## src/rtl/wb_stage_arb_pkg.sv

```systemverilog
// Shared encodings and the sub-word load extraction helper for the writeback stage.
package wb_pkg;

    typedef enum logic [1:0] {
        WB_ALU  = 2'd0,
        WB_MEM  = 2'd1,
        WB_LINK = 2'd2,
        WB_RSV  = 2'd3
    } wb_sel_e;

    typedef enum logic [1:0] {
        LD_W   = 2'd0,
        LD_H   = 2'd1,
        LD_B   = 2'd2,
        LD_RSV = 2'd3
    } ld_size_e;

    // Widest datapath the helper supports; callers cast in and out of this width.
    localparam int unsigned MAX_W = 64;

    function automatic logic [MAX_W-1:0] ld_extract(
        input logic [MAX_W-1:0] word,
        input logic [1:0]       offset,
        input logic [1:0]       size,
        input logic             sign_ext
    );
        logic [7:0]       b;
        logic [15:0]      h;
        logic [MAX_W-1:0] r;
        b = word[{1'b0, offset, 3'b000} +: 8];
        h = word[{1'b0, offset[1], 4'b0000} +: 16];
        case (size)
            LD_B:    r = {{(MAX_W-8){sign_ext & b[7]}}, b};
            LD_H:    r = {{(MAX_W-16){sign_ext & h[15]}}, h};
            default: r = word;
        endcase
        return r;
    endfunction

endpackage

```

## src/rtl/wb_stage_arb_if.sv

```systemverilog
// MEM-stage slot, late-result offer and register-file write port of the writeback stage.
interface wb_stage_arb_if #(
    parameter int DATA_W  = 32,
    parameter int RADDR_W = 5
);
    logic               in_valid;
    logic               in_ready;
    logic [DATA_W-1:0]  in_alu_result;
    logic [DATA_W-1:0]  in_read_data;
    logic [DATA_W-1:0]  in_link_pc;
    logic [1:0]         in_wb_sel;
    logic               in_reg_write;
    logic [RADDR_W-1:0] in_reg_dest;
    logic [1:0]         in_ld_size;
    logic               in_ld_signed;

    logic               lr_valid;
    logic               lr_ready;
    logic [RADDR_W-1:0] lr_dest;
    logic [DATA_W-1:0]  lr_data;

    logic               wb_we;
    logic [RADDR_W-1:0] wb_addr;
    logic [DATA_W-1:0]  wb_data;
    logic               wb_src_late;

    modport master (
        output in_valid, in_alu_result, in_read_data, in_link_pc, in_wb_sel,
               in_reg_write, in_reg_dest, in_ld_size, in_ld_signed,
               lr_valid, lr_dest, lr_data,
        input  in_ready, lr_ready, wb_we, wb_addr, wb_data, wb_src_late
    );

    modport slave (
        input  in_valid, in_alu_result, in_read_data, in_link_pc, in_wb_sel,
               in_reg_write, in_reg_dest, in_ld_size, in_ld_signed,
               lr_valid, lr_dest, lr_data,
        output in_ready, lr_ready, wb_we, wb_addr, wb_data, wb_src_late
    );
endinterface

```

## src/rtl/wb_stage_arb_late_fifo.sv

```systemverilog
// Circular buffer holding out-of-order mul/div results until the write port is free.
module wb_late_fifo #(
    parameter  int DATA_W   = 32,
    parameter  int RADDR_W  = 5,
    parameter  int LR_DEPTH = 4,
    localparam int CNT_W    = $clog2(LR_DEPTH) + 1
) (
    input  logic               clk,
    input  logic               reset,
    input  logic               push,
    input  logic [RADDR_W-1:0] push_dest,
    input  logic [DATA_W-1:0]  push_data,
    input  logic               pop,
    output logic [RADDR_W-1:0] head_dest,
    output logic [DATA_W-1:0]  head_data,
    output logic               full,
    output logic               empty,
    output logic [CNT_W-1:0]   count
);
    localparam int PTR_W = $clog2(LR_DEPTH);

    logic [RADDR_W-1:0] dest_mem [LR_DEPTH];
    logic [DATA_W-1:0]  data_mem [LR_DEPTH];
    logic [PTR_W-1:0]   wr_ptr;
    logic [PTR_W-1:0]   rd_ptr;
    logic               push_ok;
    logic               pop_ok;

    assign full    = (count == CNT_W'(LR_DEPTH));
    assign empty   = (count == '0);
    assign push_ok = push & ~full;
    assign pop_ok  = pop & ~empty;

    // NOTE: sequential state uses non-blocking assignments so every register samples pre-edge values.
    always_ff @(posedge clk or posedge reset) begin
        if (reset) begin
            wr_ptr <= '0;
            rd_ptr <= '0;
            count  <= '0;
        end else begin
            if (push_ok) wr_ptr <= wr_ptr + PTR_W'(1);
            if (pop_ok)  rd_ptr <= rd_ptr + PTR_W'(1);
            count <= count + CNT_W'(push_ok) - CNT_W'(pop_ok);
        end
    end

    // NOTE: storage is not reset; count==0 already marks every entry invalid.
    always_ff @(posedge clk) begin
        if (push_ok) begin
            dest_mem[wr_ptr] <= push_dest;
            data_mem[wr_ptr] <= push_data;
        end
    end

    assign head_dest = dest_mem[rd_ptr];
    assign head_data = data_mem[rd_ptr];

endmodule

```

## src/rtl/wb_stage_arb.sv

```systemverilog
// Writeback stage: MEM->WB slot, value mux with load extraction, and the register-file
// write port shared between in-order pipeline results and the late-result FIFO.
module wb_stage_arb
    import wb_pkg::*;
#(
    parameter int DATA_W   = 32,
    parameter int RADDR_W  = 5,
    parameter int LR_DEPTH = 4
) (
    input logic           clk,
    input logic           reset,
    wb_stage_arb_if.slave bus
);
    localparam int CNT_W = $clog2(LR_DEPTH) + 1;

    typedef struct packed {
        logic               valid;
        logic               reg_write;
        logic [RADDR_W-1:0] dest;
        logic [1:0]         wb_sel;
        logic [1:0]         ld_size;
        logic               ld_signed;
        logic [DATA_W-1:0]  alu_result;
        logic [DATA_W-1:0]  read_data;
        logic [DATA_W-1:0]  link_pc;
    } slot_t;

    slot_t              slot;
    logic               accept;
    logic               push;
    logic               pop;
    logic               slot_wr;
    logic [DATA_W-1:0]  slot_value;
    logic [RADDR_W-1:0] head_dest;
    logic [DATA_W-1:0]  head_data;
    logic               fifo_full;
    logic               fifo_empty;
    logic [CNT_W-1:0]   fifo_count;

    // Holding off the pipeline while the FIFO is full empties the slot, so the FIFO drains next cycle.
    assign bus.in_ready = (fifo_count != CNT_W'(LR_DEPTH));
    assign bus.lr_ready = ~fifo_full;
    assign accept       = bus.in_valid & bus.in_ready;
    assign push         = bus.lr_valid & bus.lr_ready;

    always_ff @(posedge clk or posedge reset) begin
        if (reset) begin
            slot <= '0;
        end else if (accept) begin
            slot <= '{valid:      1'b1,
                      reg_write:  bus.in_reg_write,
                      dest:       bus.in_reg_dest,
                      wb_sel:     bus.in_wb_sel,
                      ld_size:    bus.in_ld_size,
                      ld_signed:  bus.in_ld_signed,
                      alu_result: bus.in_alu_result,
                      read_data:  bus.in_read_data,
                      link_pc:    bus.in_link_pc};
        end else begin
            slot.valid <= 1'b0;
        end
    end

    always_comb begin
        case (slot.wb_sel)
            WB_MEM:  slot_value = DATA_W'(ld_extract(MAX_W'(slot.read_data), slot.alu_result[1:0],
                                                     slot.ld_size, slot.ld_signed));
            WB_LINK: slot_value = slot.link_pc;
            default: slot_value = slot.alu_result;
        endcase
    end

    wb_late_fifo #(
        .DATA_W   (DATA_W),
        .RADDR_W  (RADDR_W),
        .LR_DEPTH (LR_DEPTH)
    ) u_late_fifo (
        .clk       (clk),
        .reset     (reset),
        .push      (push),
        .push_dest (bus.lr_dest),
        .push_data (bus.lr_data),
        .pop       (pop),
        .head_dest (head_dest),
        .head_data (head_data),
        .full      (fifo_full),
        .empty     (fifo_empty),
        .count     (fifo_count)
    );

    // NOTE: every output gets a default first so no path through this block infers a latch.
    always_comb begin
        slot_wr         = slot.valid & slot.reg_write;
        pop             = 1'b0;
        bus.wb_we       = 1'b0;
        bus.wb_addr     = '0;
        bus.wb_data     = '0;
        bus.wb_src_late = 1'b0;
        if (slot_wr) begin
            bus.wb_we   = (slot.dest != '0);
            bus.wb_addr = slot.dest;
            bus.wb_data = slot_value;
        end else if (!fifo_empty) begin
            // r0-destined entries still pop so they cannot clog the FIFO.
            pop             = 1'b1;
            bus.wb_we       = (head_dest != '0);
            bus.wb_addr     = head_dest;
            bus.wb_data     = head_data;
            bus.wb_src_late = 1'b1;
        end
    end

endmodule

```

## src/flat_wrapper.sv

```systemverilog
// flat-port wrapper written by rule: the top's interface ports become plain ports
module wb_stage_arb_flat import wb_pkg::*;
#(
    parameter int DATA_W   = 32,
    parameter int RADDR_W  = 5,
    parameter int LR_DEPTH = 4
)
  (clk, reset, bus_in_valid, bus_in_alu_result, bus_in_read_data, bus_in_link_pc, bus_in_wb_sel, bus_in_reg_write, bus_in_reg_dest, bus_in_ld_size, bus_in_ld_signed, bus_lr_valid, bus_lr_dest, bus_lr_data, bus_in_ready, bus_lr_ready, bus_wb_we, bus_wb_addr, bus_wb_data, bus_wb_src_late);
  wb_stage_arb_if #(.DATA_W(DATA_W), .RADDR_W(RADDR_W)) bus_i ();
  input logic clk;
  input logic reset;
  input wire logic [$bits(bus_i.in_valid)-1:0] bus_in_valid;
  input wire logic [$bits(bus_i.in_alu_result)-1:0] bus_in_alu_result;
  input wire logic [$bits(bus_i.in_read_data)-1:0] bus_in_read_data;
  input wire logic [$bits(bus_i.in_link_pc)-1:0] bus_in_link_pc;
  input wire logic [$bits(bus_i.in_wb_sel)-1:0] bus_in_wb_sel;
  input wire logic [$bits(bus_i.in_reg_write)-1:0] bus_in_reg_write;
  input wire logic [$bits(bus_i.in_reg_dest)-1:0] bus_in_reg_dest;
  input wire logic [$bits(bus_i.in_ld_size)-1:0] bus_in_ld_size;
  input wire logic [$bits(bus_i.in_ld_signed)-1:0] bus_in_ld_signed;
  input wire logic [$bits(bus_i.lr_valid)-1:0] bus_lr_valid;
  input wire logic [$bits(bus_i.lr_dest)-1:0] bus_lr_dest;
  input wire logic [$bits(bus_i.lr_data)-1:0] bus_lr_data;
  output wire logic [$bits(bus_i.in_ready)-1:0] bus_in_ready;
  output wire logic [$bits(bus_i.lr_ready)-1:0] bus_lr_ready;
  output wire logic [$bits(bus_i.wb_we)-1:0] bus_wb_we;
  output wire logic [$bits(bus_i.wb_addr)-1:0] bus_wb_addr;
  output wire logic [$bits(bus_i.wb_data)-1:0] bus_wb_data;
  output wire logic [$bits(bus_i.wb_src_late)-1:0] bus_wb_src_late;
  assign bus_i.in_valid = bus_in_valid;
  assign bus_i.in_alu_result = bus_in_alu_result;
  assign bus_i.in_read_data = bus_in_read_data;
  assign bus_i.in_link_pc = bus_in_link_pc;
  assign bus_i.in_wb_sel = bus_in_wb_sel;
  assign bus_i.in_reg_write = bus_in_reg_write;
  assign bus_i.in_reg_dest = bus_in_reg_dest;
  assign bus_i.in_ld_size = bus_in_ld_size;
  assign bus_i.in_ld_signed = bus_in_ld_signed;
  assign bus_i.lr_valid = bus_lr_valid;
  assign bus_i.lr_dest = bus_lr_dest;
  assign bus_i.lr_data = bus_lr_data;
  assign bus_in_ready = bus_i.in_ready;
  assign bus_lr_ready = bus_i.lr_ready;
  assign bus_wb_we = bus_i.wb_we;
  assign bus_wb_addr = bus_i.wb_addr;
  assign bus_wb_data = bus_i.wb_data;
  assign bus_wb_src_late = bus_i.wb_src_late;
  wb_stage_arb #(.DATA_W(DATA_W), .RADDR_W(RADDR_W), .LR_DEPTH(LR_DEPTH)) u_core (.clk(clk), .reset(reset), .bus(bus_i));
endmodule
```

## config.mk

```make
export PLATFORM = sky130hd
export DESIGN_NAME = wb_stage_arb_flat
export DESIGN_NICKNAME = d
export VERILOG_FILES = /design/src/rtl/wb_stage_arb_pkg.sv /design/src/rtl/wb_stage_arb_if.sv /design/src/rtl/wb_stage_arb_late_fifo.sv /design/src/rtl/wb_stage_arb.sv /design/src/flat_wrapper.sv
export SDC_FILE = /design/constraint.sdc
export NUM_CORES = 1
export LEC_CHECK = 0
export BUFFER_PORTS_ARGS = -buffer_cell sky130_fd_sc_hd__buf_2
export CAP_MARGIN = 30
export CORE_MARGIN = 5
export CORE_UTILIZATION = 40
export CTS_CLUSTER_SIZE = 24
export DETAILED_ROUTE_END_ITERATION = 8
export PLACE_DENSITY_LB_ADDON = 0.2
export SYNTH_ARGS = -nofsm -noshare
export SYNTH_HDL_FRONTEND = slang
export SYNTH_SLANG_ARGS = --single-unit
```

## constraint.sdc

```tcl
create_clock -name clk -period 12.9 [get_ports clk]
set_input_delay 3.87 -clock clk [delete_from_list [all_inputs] [get_ports clk]]
set_output_delay 3.87 -clock clk [all_outputs]
set_load 0.01 [all_outputs]
```

==> results of run 1 <==
## Yosys cell counts (all sizes together)
cell type,instances
a21o,1
a21oi,51
a221oi,11
a22o,12
a22oi,2
and2,2
and3,18
buf,22
clkbuf,32
dfrtp,115
edfxtp,148
fa,1
ha,10
inv,17
mux2,108
mux2i,1
mux4,38
nand2,49
nand2b,7
nand3,9
nor2,11
nor2b,2
nor3,1
o211ai,7
o21ai,31
o221ai,16
o22ai,16
o2bb2ai,1
o31ai,9
or2,1
or4,2
xnor2,3
xor2,2
## placed cells by master, fill, tap and decap left out, types with 3 or more instances in the layout
cell type,Yosys,routed
dfrtp_1,115,114
nand3_1,9,9
clkbuf_16,0,29
a22o_1,12,12
buf_2,18,188
xnor2_1,3,3
buf_12,0,4
mux2_2,78,78
o221ai_1,16,16
buf_16,0,3
and3_1,18,14
nor2_1,11,10
clkinv_2,0,7
clkinv_1,0,4
o31ai_1,9,9
mux2_1,30,30
clkbuf_1,32,7
a21oi_1,51,51
and3_2,0,4
a221oi_1,11,11
o211ai_1,7,7
o21ai_1,9,9
mux4_2,36,36
inv_1,16,15
bufinv_16,0,4
o22ai_1,16,16
nand2b_1,7,7
ha_1,10,10
o21ai_0,22,22
edfxtp_1,148,148
nand2_1,49,49
buf_4,1,6
## power by group through the flow
stage	sequential, W	combinational (W)	clock (W)
2_1_floorplan	0.00120	0.000829	0
3_3_place_gp	0.00127	0.00117	0
3_5_place_dp	0.00127	0.00121	0
4_1_cts	0.00125	0.00121	0.000834
5_1_grt	0.00127	0.00132	0.000868
6_report	0.00125	0.00121	0.000814
## final timing paths
kind                                                   from                      endpoint  slack, ps  cells past startpoint
max in group asynchronous                             reset  u_core.u_late_fifo.rd_ptr[0]       8150                      3
worst min-delay path                        u_core.slot[20]               u_core.slot[20]        470                      1
min in group asynchronous                             reset               u_core.slot[27]       3490                      2
worst min register to register              u_core.slot[20]               u_core.slot[20]        470                      1
worst max register to register  u_core.u_late_fifo.count[1]               u_core.slot[51]      10180                      5
worst max-delay path                        u_core.slot[65]               bus_wb_data[21]       5700                      6
## worst reg2reg max path, cell delays in order, from the launching register on
cell and delay [ps]:
dfrtp_1 400, nor2_1 70, nand2_1 230, and2_4 570, buf_4 850, mux2_2 480
## sequential cells by signal (all words and copies together) (netlist names)
register	cells
u_core.u_late_fifo.data_mem	128
u_core.u_late_fifo.rd_ptr	2
u_core.u_late_fifo.count	3
u_core.u_late_fifo.dest_mem	20
u_core.slot	108
u_core.u_late_fifo.wr_ptr	2
## metrics by stage
| stage | total power, W | hold slack (ps) | area [um^2] |
|---|---|---|---|
| 6_report | 0.003276 | 475.0 | 13720 |
| 3_5_place_dp | 0.002475 | 470.4 | 12760 |
| 2_1_floorplan | 0.002025 | 449.0 | 11380 |
| 4_1_cts | 0.003298 | 483.2 | 13690 |
| 3_3_place_gp | 0.002436 | 469.1 | 12620 |
| 5_1_grt | 0.003461 | 502.2 | 13720 |
## layout make-up
class	count	area [um^2]	share of cell area, %
Tap cell	378	473.0	3.447
Timing Repair Buffer	201	1149	8.371
Antenna cell	1	2.502	0.01824
Clock inverter	16	181.4	1.322
Inverter	17	66.31	0.4833
Sequential cell	263	7323	53.37
Clock buffer	36	752.0	5.480
Multi-Input combinational cell	422	3775	27.51
## logic make-up (layout without fill, tap and decap cells)
family | Yosys count | in the layout | synth area share [%]
buffers and inverters | 71 | 270 | 2.638
AOI/OAI and AO/OA | 157 | 157 | 8.816
adders and majority gates | 11 | 11 | 1.275
xor gates and xnor gates | 5 | 5 | 0.3848
and+or+nand+nor | 102 | 102 | 4.199
muxes | 147 | 147 | 18.36
DFF | 263 | 263 | 64.33
other | 0 | 1 | 0
## metal layers
| layer | vias up | part of all wire, % |
|---|---|---|
| li1 | 3281 | - |
| met1 | 3578 | 45 |
| met2 | 253 | 45 |
| met3 | 51 | 7.7 |
| met4 | 12 | 2.2 |
| met5 | - | 0.23 |
==> metrics, run 1 <==
# nets final=1,093; H-tree depth=1; #FFs+latches synth=263; 1st-pass router iterations=5; row cnt=61; Worst path max stage delay=960 ps; worst-margin pin slew=974.9 ps; Int Pwr=0.002134 W; maxcap violations=0; CTS tree=yes; GR Overflow Total=0; synth warn=0; first-pass GRT wire length=44.13 mm; P_leak=5.403 nW; CP Class=reg2out; met3 Resource Use GR=4.112%; Synth area leader=edfxtp_1; CTS Buf Count=29; unrepaired setup endpoints after global routing=false; Hold Fails Final Rpt=0; DIE AREA=31,930 um^2; area grow syn2layout=20.56%; switching portion of total power=34.87%; clock share of power=24.9%; root buf cell=clkbuf_16; crit-path cells=mux2_1 > o2bb2ai_1 > a21o_1 > nand3_1 > o221ai_1 > buf_2; Post-Layout Cell Count=1,334; Routed Wire Length=29.65 mm; Min-Delay Path Class=reg2reg; Worst Setup End Kind=output pin; Cell Area, Synth=11,380 um^2; initial antenna violation count=7; hold_buf cts=0; worst slack, placed=6256 ps; Mean Syn Cell Area=15.06 um^2; worst-skew pair later-pin latency=530 ps; worst ir drop on vdd=0.1005 mV; post-synthesis cell count=756; HPWL after DPL=20.63 mm; WL/cell=22.23 um; ratio of final minimum period to clock period=55.83%; gr busiest metal=met1; Fill cells=2,494; met1 Usage GRT=27.48%; Die Y=178.7 um; PortBufs=188; vias in the first global route=7,157; Startpoint Class=flop; Logic pwr share=37.0%; clock buffer depth=3; die width=178.7 um; Ports=189; critical path arrival=3330 ps; via count=7,175; post-synthesis sequential area ratio=64.33%; drc violations=0; share of cells above drive strength 1=38.22%; largest net degree at the start of global routing=71; PnR worst setup slack=5698 ps; Switch Pwr=0.001142 W; Power Density=238.7 nW/um^2; minimum clock period=7202 ps; number of clock sinks=263; fin util=49.12%; Worst Path Required=9030 ps; fmax=0.1389 GHz; setup TNS=0 ps; CP delay by family, top=flip-flops; Via density=5.379; worst-path fanout max=26; DR iter-0 viols=535; Setup violations, final=0; Synth area leaders=edfxtp_1, dfrtp_1, mux2_2; GR Util met2=26.49%; GRT Total Usage=18.14%; clock transition at the registers of the reported paths=60 ps; # Post-CTS Setup Buffers=0; Sequential Power Share=38.2%; fin. max-slew vios=0; RD Place Congestion=0.8276; Netlist cell types=40; Slowest-stage cell, CP=dfrtp_1; relative slew slack=35.01%; CTS resizes=0; dpl cells=1,280; Buf/Inv on CP=1; top cell type's share of synthesized area=39.05%; clk_skew=11.67 ps; status=finished clean; Initial Utilization=40.75%; syn nets=915; Core ar.=27,930 um^2; number of routed nets with antenna violations=0
Power figures use the tool's default switching activity.
==> run 2, diff against run 1 <==
ABC_AREA = 1   (was unset)
clock period = 7 ns   (was 12.9 ns; I/O delays follow)
==> run 2 against run 1 <==
- sequential power up 77%
- cell count increased by 36%
- critical path type unchanged
- setup slack worse by 3900 ps
- critical endpoint is now bus_wb_data[31]
- synthesized area grew 2.9%
- clock-buffer cell count up 2
- sequential cell count is the same
- critical path depth is 3 higher
- first-iteration DRC count is 43% higher
- largest power group is now combinational logic
==> metrics, run 2 <==
unrepaired setup endpoints after global routing=false; # nets final=1,569; CTS tree=yes; syn nets=1,409; vias in the first global route=8,762; hold depth=2; Slowest-stage cell, CP=ha_1; Via density=5.068; RD Place Congestion=0.8890; DR iter-0 viols=764; Antenna Cells=0; ratio of final minimum period to clock period=74.73%; DIE AREA=32,790 um^2; HPWL after DPL=23.18 mm; # Post-CTS Setup Buffers=0; hold_buf cts=0; Die Y=181.1 um; top cells by count, synth=nand2_1, edfxtp_1, o21ai_0, dfrtp_1, a21oi_1; Setup violations, final=0; Min-Delay Endpoint=u_core.slot[19]; H-tree depth=1; EDFF count, synth=148; Power Density=443.5 nW/um^2; critical path arrival=3130 ps; commonest non-fill, non-tap cells in the layout=nand2_1, buf_2, edfxtp_1, o21ai_0, dfrtp_1; R2R depth=7; CTS Buf Count=28; drc violations=0; Netlist cell types=29; number of routed nets with antenna violations=0; post-synthesis sequential area ratio=62.53%; most frequent cell after synthesis=nand2_1; Synth area leader=edfxtp_1; share of cells above drive strength 1=18.31%; most used cell, CP=nand2_1; number of clock sinks=263; minimum clock period=5231 ps; Ports=189; CP Class=reg2out; Worst R2R Setup Slack=4450 ps; Worst Path Required=4900 ps; root buf cell=clkbuf_16; Fill cells=2,742; synth warn=0; GRT Total Usage=20.07%; fin util=48.27%; PortBufs=188; Worst path max stage delay=950 ps; DP Area=13,010 um^2; fmax=0.1912 GHz; die width=181.1 um; Mean Syn Cell Area=9.367 um^2; R2R Path End=u_core.slot[75]; crit-path cells=inv_1 > ha_1 > inv_2 > nand3_4 > nand2_1 > nand2_1 > nand2_1 > nand2_1 > buf_2; fin. max-slew vios=0; clock buffer depth=3; worst ir drop on vdd=0.1986 mV; area grow syn2layout=18.66%; #FFs+latches synth=263; Cell Area, Synth=11,710 um^2; largest reg by FF count=u_core.u_late_fifo.data_mem; post-synthesis cell count=1,250; relative slew slack=32.61%; Synth Flop Type=edfxtp_1; Initial Utilization=40.68%; CTS resizes=0; worst-margin pin slew=1011 ps; status=finished clean; setup TNS=0 ps; initial antenna violation count=5; Core ar.=28,780 um^2; worst-skew pair later-pin latency=560 ps; biggest regs=u_core.u_late_fifo.data_mem (128), u_core.slot (108), u_core.u_late_fifo.dest_mem (20); clk_skew=19.28 ps; clock transition at the registers of the reported paths=70 ps; GR Overflow Total=0; Hold Fails Final Rpt=0; Largest register FFs=128; reg2reg start=u_core.u_late_fifo.count[1]; commonest non-fill, non-tap cell in the layout=nand2_1; Synth area leaders=edfxtp_1, dfrtp_1, nand2_1; Startpoint Class=flop; Min-Delay Path Class=reg2reg; P_leak=6.160 nW; hold path startpoint=u_core.slot[19]; largest net degree at the start of global routing=90; first-pass GRT wire length=52.14 mm; CP Launch Point=u_core.slot[97]; final instance area=13,890 um^2; Worst Setup End Kind=output pin; Routed Wire Length=34.46 mm; via count=9,199; 1st-pass router iterations=5; row cnt=62; worst-path fanout max=32; WL/cell=18.98 um; ys async rst share=43.73%; maxcap violations=0; top cell type's share of synthesized area=37.96%
run 2: cell types whose count changed after synthesis, moves of 16 or more:
cell	before	now
o21ai_1	9	30
o221ai_1	16	0
nand3_1	9	27
o22ai_1	16	37
o21ai_0	22	124
nor2_1	11	78
a21oi_1	51	93
and3_1	18	0
nand2_1	49	407
mux2_1	30	0
mux4_2	36	0
inv_1	16	84
mux2_2	78	0
run 2: report_power, final:
group,internal (W),leakage (nW),switching (W)
Clock,0.000808,0.424,0.000619
Sequential,0.00205,2.75,0.000161
Combinational,0.000765,2.98,0.00176
run 2: metrics by stage:
| stage | std cells | power, W | worst slack, ps | hold WS [ps] |
|---|---|---|---|---|
| after floorplan | 1250 | 0.003825 | 1856 | 449.1 |
| after CTS | 1815 | 0.006211 | 1768 | 483.9 |
| after global placement | 1761 | 0.004749 | 2348 | 463.7 |
| final | 1815 | 0.006162 | 1769 | 484.3 |
| after global routing | 1815 | 0.006563 | 1553 | 509.6 |
| after detailed placement | 1764 | 0.004774 | 2369 | 465.5 |
run 2: logic make-up (layout without fill, tap and decap cells):
logic type	after synthesis	in the layout	share of synthesized area, %
buffers and inverters	164	345	5.802
xor gates and xnor gates	4	4	0.2993
AOI/OAI and AO/OA	286	286	12.67
DFF	263	263	62.53
adders and majority gates	11	11	1.240
and+or+nand+nor	522	522	17.45
run 2: how the worst max path moves through the flow:
stage	end	slack, ps
global placement	bus_wb_data[31]	2350
floorplan	u_core.slot[0]	1860
global route	bus_wb_data[20]	1550
finish	bus_wb_data[31]	1770
CTS	bus_wb_data[31]	1770
detailed placement	bus_wb_data[31]	2370
run 2: layout make-up:
cell class | instances | area, um^2 | area share [%]
sequential | 263 | 7323 | 52.71
timing repair buffer | 204 | 1121 | 8.069
clock buffer | 38 | 768.2 | 5.530
multi-input combinational | 823 | 3740 | 26.92
tap | 384 | 480.5 | 3.458
inverter | 90 | 342.8 | 2.468
clock inverter | 13 | 117.6 | 0.8465
run 2: worst max-delay path: cells and delay by family (launching register included):
family | cells | cell delay (ps)
adder cells (fa/ha/maj) | 1 | 950
AND/OR/NAND/NOR | 5 | 680
buffers and inverters | 3 | 570
flip-flops | 1 | 350
run 2: layer usage:
| layer | up-vias | global-route usage [%] | part of all wire, % |
|---|---|---|---|
| met2 | 290 | 30.84 | 45 |
| met1 | 4380 | 29.65 | 46 |
| met3 | 61 | 4.203 | 6.5 |
| li1 | 4460 | - | - |
| met4 | 8 | 4.233 | 2.3 |
| met5 | - | 0 | 0.14 |
==> run 3, diff against run 2 <==
clock period = 5.2 ns   (was 7 ns; I/O delays follow)
==> run 3 against run 2 <==
- global-route usage decreased by 0.78 points
- setup slack got worse by 960 ps
- non-clock buffer count increased by 1
- cell count increased by 0.22%
- first-iteration DRC count increased by 3.5%
- routed wire length decreased by 4.1%
==> metrics, run 3 (synthesized netlist as in run 2, its figures left out) <==
Slowest-stage cell, CP=dfrtp_1; Initial Utilization=40.68%; GR Util met2=30.03%; DP Area=12,980 um^2; CP delay by family, top=simple AND/OR/NAND/NOR gates; Largest register FFs=128; die width=181.1 um; row cnt=62; number of clock sinks=263; # nets final=1,570; commonest non-fill, non-tap cell in the layout=nand2_1; critical path arrival=2830 ps; fmax=0.2276 GHz; # Post-CTS Setup Buffers=0; area grow syn2layout=19.67%; Die Y=181.1 um; dpl cells=1,765; Via density=5.015; Int Pwr=0.005133 W; clk_skew=8.146 ps; Core ar.=28,780 um^2; largest net degree at the start of global routing=129; maxcap violations=0; Sequential Power Share=35.3%; Hold Fails Final Rpt=0; ratio of final minimum period to clock period=84.50%; Power Density=604.7 nW/um^2; gr busiest metal=met2; Buf/Inv on CP=2; Logic pwr share=38.9%; number of routed nets with antenna violations=0; Post-Layout Cell Count=1,819; GR Overflow Total=0; first-pass GRT wire length=50.43 mm; via count=9,122; most used cell, CP=nand2_1; Ports=189; RD Place Congestion=0.8776; switching portion of total power=39.42%; WL/cell=18.17 um; initial antenna violation count=7; vias in the first global route=8,726; Min-Delay Path Class=reg2reg; Startpoint Class=flop; Worst Path Required=3640 ps; CTS tree=yes; status=finished clean; CP Class=reg2out; CTS resizes=0; 1st-pass router iterations=5; P_leak=6.232 nW; worst-margin pin slew=885.1 ps; crit-path cells=inv_2 > nand2_1 > nand2_1 > nand2_1 > nand2_2 > nand2_4 > nand3_4 > nand2_1 > nand2_1 > nand2_1 > nand2_1 > buf_2; PnR worst setup slack=805.8 ps; H-tree depth=1; PortBufs=188; drc violations=0; clock transition at the registers of the reported paths=60 ps; GRT Total Usage=19.29%; Fill cells=2,775; largest reg by FF count=u_core.u_late_fifo.data_mem; clock share of power=25.8%; fin. max-slew vios=0; worst-path fanout max=31; worst-skew pair later-pin latency=560 ps; CTS Buf Count=28; setup TNS=0 ps; Routed Wire Length=33.05 mm; biggest regs=u_core.u_late_fifo.data_mem (128), u_core.slot (108), u_core.u_late_fifo.dest_mem (20); commonest non-fill, non-tap cells in the layout=nand2_1, buf_2, edfxtp_1, o21ai_0, dfrtp_1; DR iter-0 viols=791; worst slack, placed=1437 ps; root buf cell=clkbuf_16; DIE AREA=32,790 um^2; fin util=48.69%; Worst Setup End Kind=output pin; Worst path max stage delay=910 ps; hold_buf cts=0; Setup violations, final=0; met1 Usage GRT=27.76%; Switch Pwr=0.003340 W; final instance area=14,010 um^2; met3 Resource Use GR=3.941%; relative slew slack=40.93%; clock buffer depth=3; unrepaired setup endpoints after global routing=false; worst ir drop on vdd=0.4360 mV; minimum clock period=4394 ps; share of cells above drive strength 1=18.84%; HPWL after DPL=22.64 mm
[run 3: routing by layer]
layer / wire (um) / part of all wire, %
met1: 15120 / 46
met4: 878 / 2.7
met2: 14930 / 45
met5: 53 / 0.16
met3: 2062 / 6.2
[run 3: worst reg2reg max path: stages (launching register included)]
cell and delay [ps]:
dfrtp_1 420, nor2_1 80, nand2_2 120, nand2_1 330, nor2_4 710, buf_4 420
[run 3: power groups by stage]
stage	Combinational, W	Sequential, W	Clock, W
4_1_cts	0.00333	0.00299	0.00221
2_1_floorplan	0.00220	0.00295	0
6_report	0.00330	0.00299	0.00218
3_3_place_gp	0.00330	0.00303	0
3_5_place_dp	0.00332	0.00302	0
5_1_grt	0.00368	0.00304	0.00230
[run 3: path summary, 6_finish.rpt]
path	startpoint	endpoint	slack, ps	cells after the start
worst max-delay path	u_core.slot[65]	bus_wb_data[31]	810	12
worst min-delay path	u_core.slot[27]	u_core.slot[27]	480	2
worst max register to register	u_core.u_late_fifo.count[1]	u_core.u_late_fifo.data_mem[0][4]	2800	5
worst min register to register	u_core.slot[27]	u_core.slot[27]	480	2
max in group asynchronous	reset	u_core.slot[11]	3410	3
min in group asynchronous	reset	u_core.slot[31]	1000	2
[run 3: final cells by class]
type | instances | area, um^2 | share of cell area [%]
Antenna cell | 2 | 5.005 | 0.03572
Clock buffer | 34 | 763.2 | 5.447
Clock inverter | 18 | 264.0 | 1.884
Inverter | 90 | 342.8 | 2.447
Multi-Input combinational cell | 823 | 3740 | 26.69
Sequential cell | 263 | 7323 | 52.26
Tap cell | 384 | 480.5 | 3.429
Timing Repair Buffer | 205 | 1094 | 7.804
[run 3: through the flow]
step	hold WS, ps	power [W]
detailed placement	466.4	0.006339
floorplan	449.1	0.005149
CTS	482.9	0.008534
global route	494.2	0.009020
global placement	465.5	0.006331
finish	481.4	0.008474
